==> src/rtl/frame_commit_ctrl_pkg.sv <==
// Shared VGA timing constants and the commit FSM state encoding.
package frame_commit_ctrl_pkg;

  localparam int unsigned H_VIEW  = 32'd640;
  localparam int unsigned V_VIEW  = 32'd480;
  localparam int unsigned V_TOTAL = 32'd525;

  typedef enum logic [1:0] {
    ST_IDLE  = 2'd0,
    ST_EVAL  = 2'd1,
    ST_PULSE = 2'd2,
    ST_HOLD  = 2'd3
  } fsm_state_e;

endpackage

==> src/rtl/frame_commit_ctrl.sv <==
// Schedules the register-block load_new strobe at one fixed vblank point per frame,
// with decimation, freeze, one-shot force and a sticky missed-update flag.
module frame_commit_ctrl
  import frame_commit_ctrl_pkg::*;
#(
  parameter int unsigned       POS_W       = 10,
  parameter int unsigned       DIV_W       = 4,
  parameter int unsigned       FCOUNT_W    = 8,
  parameter logic [POS_W-1:0]  COMMIT_VPOS = POS_W'(V_VIEW),
  parameter logic [POS_W-1:0]  COMMIT_HPOS = {POS_W{1'b0}}
) (
  input  logic                clk,
  input  logic                reset_n,
  input  logic [POS_W-1:0]    hpos,
  input  logic [POS_W-1:0]    vpos,
  input  logic                i_pending,
  input  logic                i_freeze,
  input  logic [DIV_W-1:0]    i_div,
  input  logic                i_force,
  input  logic                i_clr_missed,
  output logic                o_load_new,
  output logic [FCOUNT_W-1:0] o_frame_count,
  output logic                o_missed,
  output logic                o_force_pend
);

  fsm_state_e          state_q, state_d;
  logic                match_s;
  logic                match_q, match_dly_q;
  logic                event_s;
  logic                eligible_s;
  logic [DIV_W-1:0]    div_cnt_q, div_cnt_d;
  logic [FCOUNT_W-1:0] fcount_q, fcount_d;
  logic                load_new_q, load_new_d;
  logic                missed_q, missed_d;
  logic                force_pend_q, force_pend_d;
  logic                missed_set_s;
  logic                force_clr_s;

  assign match_s    = (hpos == COMMIT_HPOS) && (vpos == COMMIT_VPOS);
  // A beam stalled on the match point yields a single event: only the rising edge counts.
  assign event_s    = match_q && !match_dly_q;
  assign eligible_s = (div_cnt_q == {DIV_W{1'b0}}) || force_pend_q;

  // Force set wins over a same-cycle clear so a late request is serviced next frame.
  assign force_pend_d = i_force || (force_pend_q && !force_clr_s);
  assign missed_d     = missed_set_s || (missed_q && !i_clr_missed);

  // Next-state, divider, frame counter and strobe decode.
  always_comb begin
    state_d      = state_q;
    div_cnt_d    = div_cnt_q;
    fcount_d     = fcount_q;
    load_new_d   = 1'b0;
    missed_set_s = 1'b0;
    force_clr_s  = 1'b0;
    case (state_q)
      ST_IDLE: begin
        if (event_s) begin
          state_d  = ST_EVAL;
          fcount_d = fcount_q + FCOUNT_W'(1);
        end else begin
          state_d  = ST_IDLE;
        end
      end
      ST_EVAL: begin
        if (eligible_s && !i_freeze) begin
          state_d     = ST_PULSE;
          div_cnt_d   = i_div;
          force_clr_s = 1'b1;
          load_new_d  = 1'b1;
        end else if (!eligible_s) begin
          state_d   = ST_HOLD;
          div_cnt_d = div_cnt_q - DIV_W'(1);
        end else begin
          state_d      = ST_HOLD;
          missed_set_s = i_pending;
        end
      end
      ST_PULSE: begin
        state_d = ST_HOLD;
      end
      ST_HOLD: begin
        if (!match_q) begin
          state_d = ST_IDLE;
        end else begin
          state_d = ST_HOLD;
        end
      end
      default: begin
        state_d = ST_IDLE;
      end
    endcase
  end

  // State and output registers.
  always_ff @(posedge clk or negedge reset_n) begin
    if (!reset_n) begin
      state_q      <= ST_IDLE;
      match_q      <= 1'b0;
      match_dly_q  <= 1'b0;
      div_cnt_q    <= {DIV_W{1'b0}};
      fcount_q     <= {FCOUNT_W{1'b0}};
      load_new_q   <= 1'b0;
      missed_q     <= 1'b0;
      force_pend_q <= 1'b0;
    end else begin
      state_q      <= state_d;
      match_q      <= match_s;
      match_dly_q  <= match_q;
      div_cnt_q    <= div_cnt_d;
      fcount_q     <= fcount_d;
      load_new_q   <= load_new_d;
      missed_q     <= missed_d;
      force_pend_q <= force_pend_d;
    end
  end

  assign o_load_new    = load_new_q;
  assign o_frame_count = fcount_q;
  assign o_missed      = missed_q;
  assign o_force_pend  = force_pend_q;

endmodule

==> config.mk <==
export PLATFORM = sky130hd
export DESIGN_NAME = frame_commit_ctrl
export DESIGN_NICKNAME = d
export VERILOG_FILES = /design/src/rtl/frame_commit_ctrl_pkg.sv /design/src/rtl/frame_commit_ctrl.sv
export SDC_FILE = /design/constraint.sdc
export NUM_CORES = 1
export LEC_CHECK = 0
export CORE_MARGIN = 3
export CORE_UTILIZATION = 41
export DETAILED_ROUTE_END_ITERATION = 10
export GPL_TIMING_DRIVEN = 0
export PLACE_DENSITY_LB_ADDON = 0.3
export SLEW_MARGIN = 10
export SYNTH_ARGS = -nofsm -noshare
export SYNTH_HDL_FRONTEND = slang
export SYNTH_SLANG_ARGS = --single-unit
==> constraint.sdc <==
create_clock -name clk -period 2.1 [get_ports clk]
set_clock_uncertainty 0.15 [all_clocks]
set_input_delay 0.63 -clock clk [delete_from_list [all_inputs] [get_ports clk]]
set_output_delay 0.63 -clock clk [all_outputs]
set_load 0.005 [all_outputs]
==> results.cfg <==
[run_status]
status = finished clean

[worst_setup_path]
cpLargestDelayFamily = buffers and inverters
crit_type = flop to primary output
cp_cell_sequence = clkdlybuf4s50_1
cpPeakStageDelay_ps = 520
cp-end-kind = primary output
crit_required_ps = 1320
cp.arrival_ps = 1270
start_kind = flop
cpMaxStageDelayCell = clkdlybuf4s50_1
cp_num_buf_inv = 1
path_max_fanout = 8

[power]
total_power_uw = 1060
p_int_uw = 702
irDropWorstVdd_v = 0.000473
seq_power_share_pct = 50.0
clock_power_share_pct = 17.5
power_frac_comb_pct = 32.5
swShare_pct = 34.1
power_density_nw_per_um2 = 739
netSwitchingPower_uw = 363
leakage_uw = 0.000609

[place]
port_buffers = 40
place.gp.congestion = 0.850
dp_hpwl_mm = 1.73

[yosys]
synthMuxAreaShare_pct = 1.03
syn_nets = 127
yosys_warnings = 0
synth_most_common_cell = dfrtp_1
yosys_most_used_dff = dfrtp_1
netlist_area_um2 = 976
syn_area_per_cell_um2 = 10.3
synth_top_cell_area_share_pct = 48.7
synthAdderAreaFrac_pct = 2.56
synth_compound_area_share_pct = 13.6
ys_seq_area_share_pct = 48.7
synthXorXnorAreaFrac_pct = 6.28
synth_common_cells = dfrtp_1 (19), nand2_1 (11), inv_1 (6)
synth_edf_count = 0
yosys.area_share.simple_pct = 24.6
synthTopCellsByArea = dfrtp_1 (49%), nand2_1 (4.2%), xor2_1 (3.6%)
ys_seq_elements = 19
syn_inst = 95
synth_top_family_by_area = simple AND/OR/NAND/NOR gates
ys_async_sr_fraction_pct = 100
synth_cell_types = 38
synth_area_leader_cell = dfrtp_1

[cells_and_area]
fin_nets = 172
n_antenna_cell = 0
fill_cells = 205
area_growth_pct = 47.6
drive_gt1_share_pct = 6.47

[route]
vias = 902
drt_pass1_iterations = 4
initialDrtViolationCount = 13
postRouteAntennaNets = 0
wl_mm = 2.13
via_per_inst = 5.40
wl_per_cell_um = 12.8
route.detailed.drc = 0

[clocking]
cts.sink_count = 19
path_clk_slew_ps = 110
cts_tree = yes
htreeDepth = 1
clk_latency_ps = 290
cts.path.max_buffers = 2
cts_buffers = 3
post_cts_buffers = 0
root_buffer = clkbuf_4

[grt]
grt_first_pass_wirelength_mm = 3.52
grt_antenna_before_repair = 0
grt_pass1_vias = 877
grt_overflow_total = 0
grt_use_total_pct = 16.2
grt_max_degree = 20

[sta]
period_share_pct = 97.5
setup_tns_ps = 0
rsz0062_at_grt = false
drv_slew = 0
fmax_mhz = 488
timing.final.crit_period_ps = 2050
hold_violations = 0
slew_headroom_pct = 45.7
whs_ps = 280
setup_viol = 0
tightest_slew_ps = 812

[floorplan]
core_area_um2 = 2230
start_util_pct = 43.7
dieArea_um2 = 3000
rows = 17
die_h_um = 54.8
die_w_um = 54.8
io_pins = 41

[job]
drv_cap = 0

[hold_path]
hold_path_class = flop to flop
[worst paths after layout]
check | from | end | slack, ps | cells after the start
setup / recovery | o_force_pend | o_force_pend | 50 | 1
hold / removal | match_q | match_dly_q | 280 | 0
setup reg to reg | div_cnt_q[0] | div_cnt_q[1] | 150 | 5
hold reg to reg | match_q | match_dly_q | 280 | 0
max in group asynchronous | reset_n | o_force_pend | 610 | 1
min in group asynchronous | reset_n | div_cnt_q[0] | 640 | 1
[cells by family after synthesis]
kind of cell | after synthesis
AND/OR/NAND/NOR | 40
flip-flops | 19
AO/OA/AOI/OAI | 18
buffers and inverters | 8
XOR/XNOR | 7
adder cells (fa/ha/maj) | 2
multiplexers | 1
[cell type report]
type                            instances  area [um^2]  area share [%]
Tap cell                               28         35.0            2.43
Timing Repair Buffer                   40          400            27.8
Buffer                                  2         8.76           0.608
Clock inverter                          1         5.00           0.348
Clock buffer                            3         22.5            1.56
Sequential cell                        19          477            33.1
Multi-Input combinational cell         68          469            32.6
Inverter                                6         22.5            1.56
[power by group through the flow]
| stage | Sequential (uW) | Clock [uW] | Combinational (uW) |
|---|---|---|---|
| 2_1_floorplan | 514 | 0 | 214 |
| 3_3_place_gp | 530 | 0 | 334 |
| 3_5_place_dp | 535 | 0 | 348 |
| 4_1_cts | 530 | 193 | 349 |
| 5_1_grt | 548 | 206 | 390 |
| 6_report | 533 | 187 | 346 |
[sequential cells by signal, indices dropped and copies added, names as in the netlist]
name	count
o_load_new	1
o_frame_count	8
match_dly_q	1
div_cnt_q	4
match_q	1
o_missed	1
o_force_pend	1
state_q	2
[per-layer routing]
layer	share of wire [%]	up-vias	GRT usage [%]
met2	49	35	28.0
met5	0	-	0
met1	43	423	19.2
li1	-	442	-
met3	7.5	2	3.27
met4	0.80	0	7.05
[per-stage QoR]
stage	instance area [um^2]	utilization [%]	std cells	setup slack, ps
after floorplan	976	-	95	372
after global placement	1410	63.2	163	-92.7
after detailed placement	1410	63.2	163	-121
after CTS	1440	64.5	167	42.6
after global routing	1440	64.5	167	3.32
final	1440	64.5	167	52.8
[layout by cell type, fill, tap and decap left out, types with 2 or more instances in the layout]
master / netlist / final
a211o_1: 2 / 2
nor3b_1: 2 / 2
clkbuf_4: 0 / 3
nand2b_1: 2 / 2
dfrtp_1: 19 / 18
a21oi_1: 2 / 2
inv_1: 6 / 6
nand2_1: 11 / 11
o21ai_0: 3 / 3
xor2_1: 4 / 4
nand3_1: 3 / 3
nor2_1: 2 / 2
nand4_1: 2 / 2
ha_1: 2 / 2
nor4b_1: 2 / 2
nor3_1: 5 / 5
xnor2_1: 3 / 3
clkdlybuf4s50_1: 0 / 40
o22ai_1: 2 / 2
nor4_1: 3 / 3
[timing repair]
| item | 4_1_cts | 5_1_grt |
|---|---|---|
| gates resized for setup | 1 | 0 |
| hold buffers | 0 | 0 |
| endpoints found under the setup margin | 1 | 0 |
No activity file was read; power rests on OpenSTA's default activity.
